--- config.mk ---
export PLATFORM = sky130hd
export DESIGN_NAME = pipeline_hazard_ctrl
export DESIGN_NICKNAME = d
export VERILOG_FILES = /design/src/rtl/pipeline_hazard_ctrl.sv
export SDC_FILE = /design/constraint.sdc
export NUM_CORES = 1
export LEC_CHECK = 0
export CAP_MARGIN = 20
export CORE_UTILIZATION = 30
export DETAILED_ROUTE_END_ITERATION = 12
export GPL_TIMING_DRIVEN = 0
export PLACE_DENSITY = 0.8
export SKIP_CTS_REPAIR_TIMING = 1
export SLEW_MARGIN = 30
export SYNTH_ARGS = -nofsm -noshare
export SYNTH_HDL_FRONTEND = slang
export SYNTH_SLANG_ARGS = --single-unit
--- constraint.sdc ---
create_clock -name clk -period 1.7 [get_ports clk]
set_input_delay 0.255 -clock clk [delete_from_list [all_inputs] [get_ports clk]]
set_output_delay 0.255 -clock clk [all_outputs]
set_load 0.05 [all_outputs]
--- src/rtl/pipeline_hazard_ctrl.sv ---
// pipeline_hazard_ctrl: stall/flush sequencer for the 5-stage MIPS pipeline.
// Drives PC / IF/ID / ID/EX / EX/MEM write enables, the IF/ID and ID/EX
// flushes and the MEM/WB bubble. Handles load-use, taken branches and
// multi-cycle data-memory waits, with a watchdog that traps into ERR.
// Optional macro STALL_CNT_EN: enables the saturating stall_count counter;
// without it stall_count is tied to zero.
module pipeline_hazard_ctrl #(
  parameter int MEM_WAIT_MAX = 8,
  parameter int STALL_CNT_W  = 16
) (
  input  logic                   clk,
  input  logic                   rst,
  input  logic [4:0]             id_rs,
  input  logic [4:0]             id_rt,
  input  logic                   ex_memread,
  input  logic [4:0]             ex_rt,
  input  logic                   mem_req,
  input  logic                   mem_ready,
  input  logic                   ex_branch_taken,
  output logic                   pc_write,
  output logic                   ifid_write,
  output logic                   ifid_flush,
  output logic                   idex_write,
  output logic                   idex_flush,
  output logic                   exmem_write,
  output logic                   memwb_bubble,
  output logic                   mem_timeout,
  output logic [STALL_CNT_W-1:0] stall_count
);

  localparam int WCW = $clog2(MEM_WAIT_MAX + 1);
  localparam logic [WCW-1:0] WAIT_MAX = WCW'(MEM_WAIT_MAX);

  typedef enum logic [1:0] {RUN, MEM_WAIT, ERR} state_t;

  state_t         state;
  logic [WCW-1:0] wait_cnt;
  logic           load_use;
  logic           mem_stall;

  assign load_use  = ex_memread && (ex_rt != 5'd0) &&
                     ((ex_rt == id_rs) || (ex_rt == id_rt));
  // In MEM_WAIT only mem_ready matters; the access is already in flight.
  assign mem_stall = ((state == RUN) && mem_req && !mem_ready) ||
                     ((state == MEM_WAIT) && !mem_ready);

  assign mem_timeout = (state == ERR);

  // Mealy output decode: reset > ERR > memory wait > branch > load-use.
  always_comb begin
    pc_write     = 1'b1;
    ifid_write   = 1'b1;
    idex_write   = 1'b1;
    exmem_write  = 1'b1;
    ifid_flush   = 1'b0;
    idex_flush   = 1'b0;
    memwb_bubble = 1'b0;
    if (rst) begin
      pc_write     = 1'b0;
      ifid_write   = 1'b0;
      idex_write   = 1'b0;
      exmem_write  = 1'b0;
      ifid_flush   = 1'b1;
      idex_flush   = 1'b1;
      memwb_bubble = 1'b1;
    end else if (state == ERR || mem_stall) begin
      pc_write     = 1'b0;
      ifid_write   = 1'b0;
      idex_write   = 1'b0;
      exmem_write  = 1'b0;
      memwb_bubble = 1'b1;
    end else if (ex_branch_taken) begin
      // Squashes the dependent instruction, so any load-use is moot.
      ifid_flush = 1'b1;
      idex_flush = 1'b1;
    end else if (load_use) begin
      // Hold PC and IF/ID, inject one bubble into ID/EX.
      pc_write   = 1'b0;
      ifid_write = 1'b0;
      idex_flush = 1'b1;
    end
  end

  // State machine and memory-wait watchdog counter.
  always_ff @(posedge clk) begin
    if (rst) begin
      state    <= RUN;
      wait_cnt <= '0;
    end else begin
      case (state)
        RUN: begin
          if (mem_req && !mem_ready) begin
            state    <= MEM_WAIT;
            wait_cnt <= WCW'(1);
          end
        end
        MEM_WAIT: begin
          if (mem_ready) begin
            state    <= RUN;
            wait_cnt <= '0;
          end else if (wait_cnt == WAIT_MAX) begin
            state    <= ERR;
          end else begin
            wait_cnt <= wait_cnt + WCW'(1);
          end
        end
        ERR:     state <= ERR;
        default: state <= RUN;
      endcase
    end
  end

`ifdef STALL_CNT_EN
  logic [STALL_CNT_W-1:0] stall_cnt_q;

  // Saturating count of cycles with the PC frozen (ERR cycles included).
  always_ff @(posedge clk) begin
    if (rst)
      stall_cnt_q <= '0;
    else if (!pc_write && (stall_cnt_q != '1))
      stall_cnt_q <= stall_cnt_q + STALL_CNT_W'(1);
  end

  assign stall_count = stall_cnt_q;
`else
  assign stall_count = '0;
`endif

endmodule

==> results.json, run 1 <==
{
  "worstPathBufferInverterCount": 3,
  "cts-root-buf": "clkbuf_4",
  "cts.sinks": 6,
  "required_ns": 1.44,
  "fin_ws_ns": -0.1187,
  "vdd_drop_max_uv": 446.3,
  "nets": 164,
  "dp.cells": 153,
  "fin_area_um2": 1303,
  "grt_first_pass_wirelength_um": 2173,
  "core_area_um2": 1962,
  "worstPathArrival_ns": 1.56,
  "pin_count": 45,
  "cpLargestDelayFamily": "simple AND/OR/NAND/NOR gates",
  "hold_viol": 0,
  "synthTopCellsByArea": "buf_4 (22%), dfxtp_1 (19%), xor2_1 (14%)",
  "cp-startpoint": "ex_rt[4]",
  "failed_checks": "negative setup slack",
  "timing.hold.ws_ns": 0.3937,
  "dieArea_um2": 2281,
  "slew_violations": 0,
  "hp-start": "rst",
  "p_leak_uw": 0.0007220,
  "fin_cells": 166,
  "clock_path_buffers": 2,
  "fmax_mhz": 549.8,
  "start_kind": "primary input",
  "die_w_um": 47.76,
  "grt_start_max_net_pins": 8,
  "antennaDiodeCount": 0,
  "first_pass_iters": 4,
  "synth_cells": 83,
  "rsz0062_at_grt": "yes",
  "slowest_stage": "or4_4",
  "clk-insertion-delay-late_ns": 0.25,
  "fin_total_pwr_uw": 651.4,
  "period_needed_ns": 1.819,
  "wire_per_inst_um": 11.56,
  "first_global_vias": 564,
  "endpoint_kind": "primary output",
  "seq_area_frac_synth": 0.1912,
  "overflow": 0,
  "die_height_um": 47.76,
  "via_per_inst": 4.355,
  "path_clk_slew_ns": 0.04,
  "slew-limit-headroom": 0.6660,
  "drtAntennaViolNets": 0,
  "cp_cell_sequence": "buf_8 -> or4_4 -> o21ai_4 -> o311a_4 -> buf_8 -> buf_8",
  "yosysTopAreaCellShare": 0.2151,
  "htreeDepth": 1,
  "max_stage_delay_ns": 0.54,
  "antenna_found_initial": 0,
  "globalplace.congestion": 0.7348,
  "final-setup-viol-count": 5,
  "wirelength_um": 1919,
  "dpl-instance-area_um2": 1062,
  "r2r-start": "wait_cnt[0]",
  "synth_top_area_cell": "buf_4",
  "worst-slew-pin-transition_ns": 0.5001,
  "maxCapViolations": 0,
  "grt_use_total": 0.1378,
  "area_growth_pct": 107.4,
  "fin_worst_skew_ns": 0.005358,
  "port_buffers": 28,
  "outcome": "finished, violations left",
  "fill_cells": 157,
  "powerDensity_nw_per_um2": 500.1,
  "start_util": 0.3202,
  "drt-initial-drc-count": 4,
  "yosysWarnings": 0,
  "min_path_type": "in2reg",
  "syn-cell-area_um2": 628.1,
  "syn_avg_cell_area_um2": 7.567,
  "drive_gt1_frac": 0.4892,
  "synth_seq_cells": 6,
  "critPathMaxFanout": 3,
  "synth_cell_types": 26,
  "period_share": 1.070,
  "cts_tree": "done",
  "drcViolationCount": 0,
  "crit_type": "in2out",
  "vias": 723,
  "cts_made_buffers": 3,
  "cpMostUsedCell": "buf_8",
  "hpwl_um": 1329,
  "placementRows": 16
}
metal layers:
metal | GRT usage | wire [µm]
met1 | 0.1329 | 689
met4 | 0.09444 | 15
met5 | 0 | 0
met3 | 0.04528 | 190
met2 | 0.2459 | 1024
cell type report:
cell class,count,area [µm²],share of cell area
repair buffers,38,399.1,0.3064
clock buffers,3,22.52,0.01729
inverters,9,37.54,0.02882
plain buffers,18,146.4,0.1124
multi-input cells,65,535.5,0.4111
well taps,27,33.78,0.02594
flip-flops and latches,6,127.6,0.09798
final timing paths:
path | slack (ns) | depth (start not counted) | end
setup reg to reg | -0.02 | 7 | wait_cnt[0]
setup / recovery | -0.12 | 6 | pc_write
hold / removal | 0.39 | 2 | state[1]
hold reg to reg | 0.50 | 2 | wait_cnt[2]
sequential cells by signal, indices dropped and copies added, names as in the netlist:
register	flops
wait_cnt	4
state	2
placed cells by master (no fill, tap or decap), types with 2 or more instances in the layout:
master           count
dfxtp_1              2
nand2_4              2
conb_1              16
clkbuf_2             3
clkbuf_4             3
dfxtp_2              3
inv_1                6
clkdlybuf4s50_1      2
o21ai_0              3
nor3_2               2
a21oi_4              2
buf_6                4
a21oi_1              3
nor2_1               4
dlymetal6s2s_1      15
or3_1                2
xor2_1              10
buf_8                5
buf_4               27
inv_2                2
stage by stage:
step | setup slack [ns] | setup TNS, ns | util
3_3_place_gp | -1.161 | -6.593 | 0.5415
4_1_cts | -1.185 | -6.644 | 0.5529
5_1_grt | -0.1471 | -0.5160 | 0.6639
2_1_floorplan | -0.1584 | -0.1980 | -
6_report | -0.1187 | -0.2526 | 0.6639
3_5_place_dp | -1.183 | -6.784 | 0.5415
synthesized netlist by cell type:
library cell,n
o21ai_0,5
or2_2,1
ha_1,2
or3_1,2
and4b_4,1
buf_4,18
a22oi_1,1
dfxtp_1,6
and2b_1,1
nor3_1,3
inv_1,9
nand3_1,1
or4_1,1
mux2i_1,1
a2111oi_0,1
o311a_1,1
conb_1,1
o31ai_1,1
a21oi_1,5
nand2b_1,1
a221o_1,1
a21o_1,1
xor2_1,10
a211oi_1,1
nor2_1,5
nand2_1,3
report_power, final:
part	internal [µW]	switching, µW
combinational	153	218
sequential	146	4.13
clock	79.7	49.9
total	379	272
cells by family (layout without fill, tap and decap cells):
family	Yosys count	count (layout)	synth area share
buf+inv	27	68	0.2689
simple gates	19	19	0.1653
compound gates	17	17	0.1733
xor+xnor	10	10	0.1394
flops	6	6	0.1912
fa+ha+maj	2	2	0.03983
other cells	1	16	0.005970
mux	1	1	0.01594
worst register-to-register path, cell delays in order, from the launching register on:
cell and delay, ns:
dfxtp_2 0.34, inv_2 0.06, ha_4 0.15, and4b_4 0.19
a221o_2 0.41, buf_4 0.16, a2111oi_4 0.19, a211oi_1 0.08
(Power assumes the default switching activity.)
==> run 2: changes to the inputs <==
CORE_MARGIN = 2   (was default)
==> run 2 against run 1 <==
Against the previous run:
- the run still ends with negative setup slack left
- flip-flop and latch count stayed put
- maximum frequency is 0.94% lower
- register-to-register slack better by 0.04 ns
- clock power is 3% higher
- worst hold slack better by 0.062 ns
- routed wire length is 2.8% higher
- non-clock buffer count is 2 lower
- final cell count is 1.2% lower
- design area is 2.4% lower
- critical endpoint unchanged
- largest power group unchanged
==> results.json, run 2 (synthesized netlist as in run 1, its figures left out) <==
{
  "port_buffers": 28,
  "rsz0062_at_grt": "yes",
  "fin_ws_ns": -0.1360,
  "clk-insertion-delay-late_ns": 0.25,
  "maxCapViolations": 0,
  "period_share": 1.080,
  "powerDensity_nw_per_um2": 511.9,
  "p_leak_uw": 0.0006902,
  "outcome": "finished, violations left",
  "endpoint_kind": "primary output",
  "start_util": 0.3202,
  "largest_register_ffs": 4,
  "min_path_cells": 4,
  "failed_checks": "negative setup slack",
  "regArea_um2": 127.6,
  "hpwl_um": 1370,
  "area_growth_pct": 102.4,
  "pin_count": 45,
  "nets": 162,
  "wire_per_inst_um": 12.03,
  "fill_cells": 160,
  "cts_tree": "done",
  "period_needed_ns": 1.836,
  "path_clk_slew_ns": 0.04,
  "met1Wirelength_um": 758,
  "via_per_inst": 4.268,
  "fmax_mhz": 544.7,
  "htreeDepth": 1,
  "wirelength_um": 1973,
  "swShare": 0.4225,
  "timing.hold.ws_ns": 0.4557,
  "p_seq_frac": 0.230,
  "start_kind": "primary input",
  "top_regs": "wait_cnt: 4 flops, state: 2 flops",
  "combPwrFrac": 0.564,
  "antenna_found_initial": 0,
  "r2r-start": "wait_cnt[1]",
  "post-place-ws_ns": -1.174,
  "dieArea_um2": 2476,
  "p_sw_uw": 274.9,
  "largest-register": "wait_cnt",
  "antennaDiodeCount": 0,
  "clock_path_buffers": 2,
  "critPathMaxFanout": 3,
  "layout_common_cells": "buf_4 (23), conb_1 (16), dlymetal6s2s_1 (13), xor2_1 (9)",
  "crit_type": "in2out",
  "fin_worst_skew_ns": 0.005556,
  "die_height_um": 49.76,
  "grt_use_total": 0.1242,
  "drive_gt1_frac": 0.4818,
  "cts.sinks": 6,
  "cts-root-buf": "clkbuf_4",
  "core_area_um2": 1962,
  "multi_input_area_um2": 521.8,
  "worstPathArrival_ns": 1.58,
  "hold_viol": 0,
  "required_ns": 1.44,
  "overflow": 0,
  "wl_met3_um": 137,
  "drcViolationCount": 0,
  "final-setup-viol-count": 3,
  "grt_start_max_net_pins": 8,
  "layout_commonest_cell": "buf_4",
  "slew_violations": 0,
  "vias": 700,
  "worst-r2r-cell-count": 7,
  "placementRows": 16,
  "p_int_uw": 375.8,
  "min_path_type": "in2reg",
  "globalplace.congestion": 0.8312,
  "drtAntennaViolNets": 0,
  "power_frac_clock": 0.205,
  "first_pass_iters": 2,
  "cp-startpoint": "ex_rt[2]",
  "first_global_vias": 582,
  "die_w_um": 49.76,
  "fin_total_pwr_uw": 650.7,
  "cts_made_buffers": 3,
  "vdd_drop_max_uv": 359.3,
  "met2_length_um": 1062,
  "grt_first_pass_wirelength_um": 2352,
  "drt-initial-drc-count": 11,
  "hp-start": "mem_ready",
  "highest_layer": "met4"
}
-- run 2: stage by stage --
step / utilization / cell area [µm²] / TNS, ns / instances
2_1_floorplan: - / 748.2 / -0.1980 / 98
3_3_place_gp: 0.5415 / 1062 / -6.570 / 153
3_5_place_dp: 0.5415 / 1062 / -6.878 / 153
4_1_cts: 0.5529 / 1085 / -6.719 / 156
5_1_grt: 0.6480 / 1271 / -0.5158 / 164
6_report: 0.6480 / 1271 / -0.2675 / 164
-- run 2: layer usage --
| layer | vias to the layer above | global-route usage |
|---|---|---|
| met4 | 0 | 0.06944 |
| li1 | 353 | - |
| met5 | - | 0 |
| met3 | 2 | 0.03636 |
| met2 | 30 | 0.2244 |
| met1 | 315 | 0.1259 |
-- run 2: final cells by class --
type / instances / share of cell area
Sequential cell: 6 / 0.1004
Buffer: 18 / 0.1152
Multi-Input combinational cell: 65 / 0.4104
Clock buffer: 3 / 0.01772
Timing Repair Buffer: 36 / 0.3002
Tap cell: 27 / 0.02657
Inverter: 9 / 0.02953
-- run 2: worst paths after layout --
| path | to | slack [ns] |
|---|---|---|
| worst max-delay path | pc_write | -0.14 |
| worst min-delay path | state[0] | 0.46 |
| worst max register to register | wait_cnt[0] | 0.02 |
| worst min register to register | wait_cnt[3] | 0.49 |
-- run 2: critical path, stage by stage --
cell and delay (ns):
buf_8 0.10, or4_4 0.54, o21ai_4 0.20, o311a_4 0.25, buf_8 0.09, buf_8 0.13
-- run 2: power by group through the flow --
stage / combinational (µW) / sequential [µW] / clock (µW)
finish: 367 / 150 / 134
detailed placement: 317 / 153 / 0
global route: 385 / 150 / 147
floorplan: 225 / 152 / 0
CTS: 318 / 151 / 141
global placement: 311 / 153 / 0
==> variant (settings of run 1) <==
Add a define of `STALL_CNT_EN`.
--- a/src/rtl/pipeline_hazard_ctrl.sv
+++ b/src/rtl/pipeline_hazard_ctrl.sv
@@ -4,6 +4,8 @@
 // multi-cycle data-memory waits, with a watchdog that traps into ERR.
 // Optional macro STALL_CNT_EN: enables the saturating stall_count counter;
 // without it stall_count is tied to zero.
+`define STALL_CNT_EN
+
 module pipeline_hazard_ctrl #(
   parameter int MEM_WAIT_MAX = 8,
   parameter int STALL_CNT_W  = 16
Behaviour: not the same (a bounded check fails within 4 cycles, from zero or initial values and one cycle with rst high).
==> variant against run 1 <==
  * The run still ends with setup timing left
  * Highest routed layer unchanged
  * Worst setup slack worse by 0.21 ns
  * Critical path depth rose by 3
  * Core utilization is 7.1 points lower
  * Final area rose by 98%
  * Sequential power grew to 3.5 times the old value
  * Cell count rose by 74%
  * Synthesized area is 120% higher
  * Non-clock buffer count rose by 22
  * Sequential cell count rose by 16
  * Total power increased by 90%
  * Wire length is 130% higher
  * Worst hold slack better by 0.051 ns
  * Fmax shrank 10%
==> variant: results (changes against run 1) <==
.. list-table::
   :header-rows: 1

   * - Metric
     - Value
   * - Clock power frac
     - 26.8% (+6.9 points)
   * - Post-Synth Adder-Cell Area
     - 2.757% (-1.2 points)
   * - Capturing point of the worst reg2reg path
     - stall_count[2]
   * - Final setup violation count
     - 21 (+16)
   * - Avg WL per Cell
     - 15.53 um (+34%)
   * - Source of the worst register-to-register timing path
     - stall_count[9]
   * - Share of post-route cells with drive strength above 1
     - 46.41% (-2.5 points)
   * - Met1 WL
     - 1894 um (+170%)
   * - Complex-gate fraction of the synthesized area
     - 17.74% (+0.41 points)
   * - Parity-gate share of the synthesized area counting xor and xnor cells
     - 7.721% (-6.2 points)
   * - Number of buffers inserted by port buffering
     - 43 (+54%)
   * - Worst reg-to-reg setup slack
     - -0.28 ns (-0.26 ns)
   * - Root cell of the clock tree
     - sky130_fd_sc_hd__clkbuf_8
   * - VDD IR-drop max
     - 255.0 uV (-43%)
   * - Global-route wire length before repair
     - 5816 um (+170%)
   * - Estimated wirelength of the detail-placed design
     - 2640 um (+99%)
   * - Power per unit of standard cell area
     - 479.7 nW/um^2 (-4.1%)
   * - Net count of the finished layout
     - 262 (+60%)
   * - Crit path setup slack, layout
     - -0.3277 ns (-0.2090 ns)
   * - Violations in the final reports
     - setup timing
   * - Pre-CTS setup slack
     - -1.459 ns (-0.2761 ns)
   * - Maximum fanout count along the critical path
     - 5 (+2)
   * - Ranking of synthesized cells by instance count
     - sky130_fd_sc_hd__dfxtp_1, sky130_fd_sc_hd__a21oi_1, sky130_fd_sc_hd__nor2_1
   * - Overall global routing resource usage
     - 14.66% (+0.88 points)
   * - Flip-flop count of the largest register, all copies and words added
     - 16 (+12)
   * - Filler Cell Count
     - 352 (+120%)
   * - Vias in the first global route
     - 1308 (+130%)
   * - Last weighted congestion value of the routability-driven placer
     - 0.7818 (+6.4%)
   * - Instance count after placement with tap cells included
     - 260 (+70%)
   * - Combinational cell fraction of total power
     - 30.6% (-27 points)
   * - Number of distinct library cell variants in the gate-level netlist after synthesis
     - 41 (+58%)
   * - Source of the critical timing path
     - state[0]
   * - Count of vias placed by the detailed router
     - 1540 (+110%)
   * - Synth Instances
     - 165 (+99%)
   * - Met3 wirelength from detailed routing
     - 239 um (+26%)
   * - Largest cells by area after synthesis
     - sky130_fd_sc_hd__dfxtp_1, sky130_fd_sc_hd__xor2_1, sky130_fd_sc_hd__or4_1, sky130_fd_sc_hd__a21oi_1, sky130_fd_sc_hd__o31ai_1
   * - Sequential-to-total area share from yosys stat
     - 32.35% (+13 points)
   * - Stage delay of the slowest cell on the critical path
     - 0.36 ns (-0.18 ns)
   * - 1st-iter DRT viols
     - 41 (+37)
   * - Run status
     - finished with violations
   * - CTS clk-pin slew, worst paths
     - 0.08 ns (+0.04 ns)
[variant: per-layer routing]
metal  track usage [%]  vias to the layer above
li1                  -                      754
met2             25.35                       57
met3             3.634                        8
met5                 0                        -
met1             17.40                      721
met4             5.442                        0
[variant: how the worst min path moves through the flow]
stage,endpoint,cells past startpoint
after global routing,stall_count[5],3
after global placement,stall_count[12],2
final,stall_count[5],3
after detailed placement,stall_count[12],2
after floorplan,state[0],3
after CTS,stall_count[5],3
[variant: tightest hold or removal path, delay by kind of cell]
kind / cells / cell delay (ns)
AND/OR/NAND/NOR: 1 / 0.13
multiplexers: 1 / 0.12
buffers and inverters: 1 / 0.17
[variant: cell type report]
class | count | area (sq um) | share of cell area (%)
Buffer | 9 | 100.1 | 3.874
Clock buffer | 4 | 45.04 | 1.743
Inverter | 6 | 30.03 | 1.162
Multi-Input combinational cell | 127 | 1075 | 41.60
Sequential cell | 22 | 485.5 | 18.79
Tap cell | 52 | 65.06 | 2.518
Timing Repair Buffer | 69 | 783.3 | 30.31
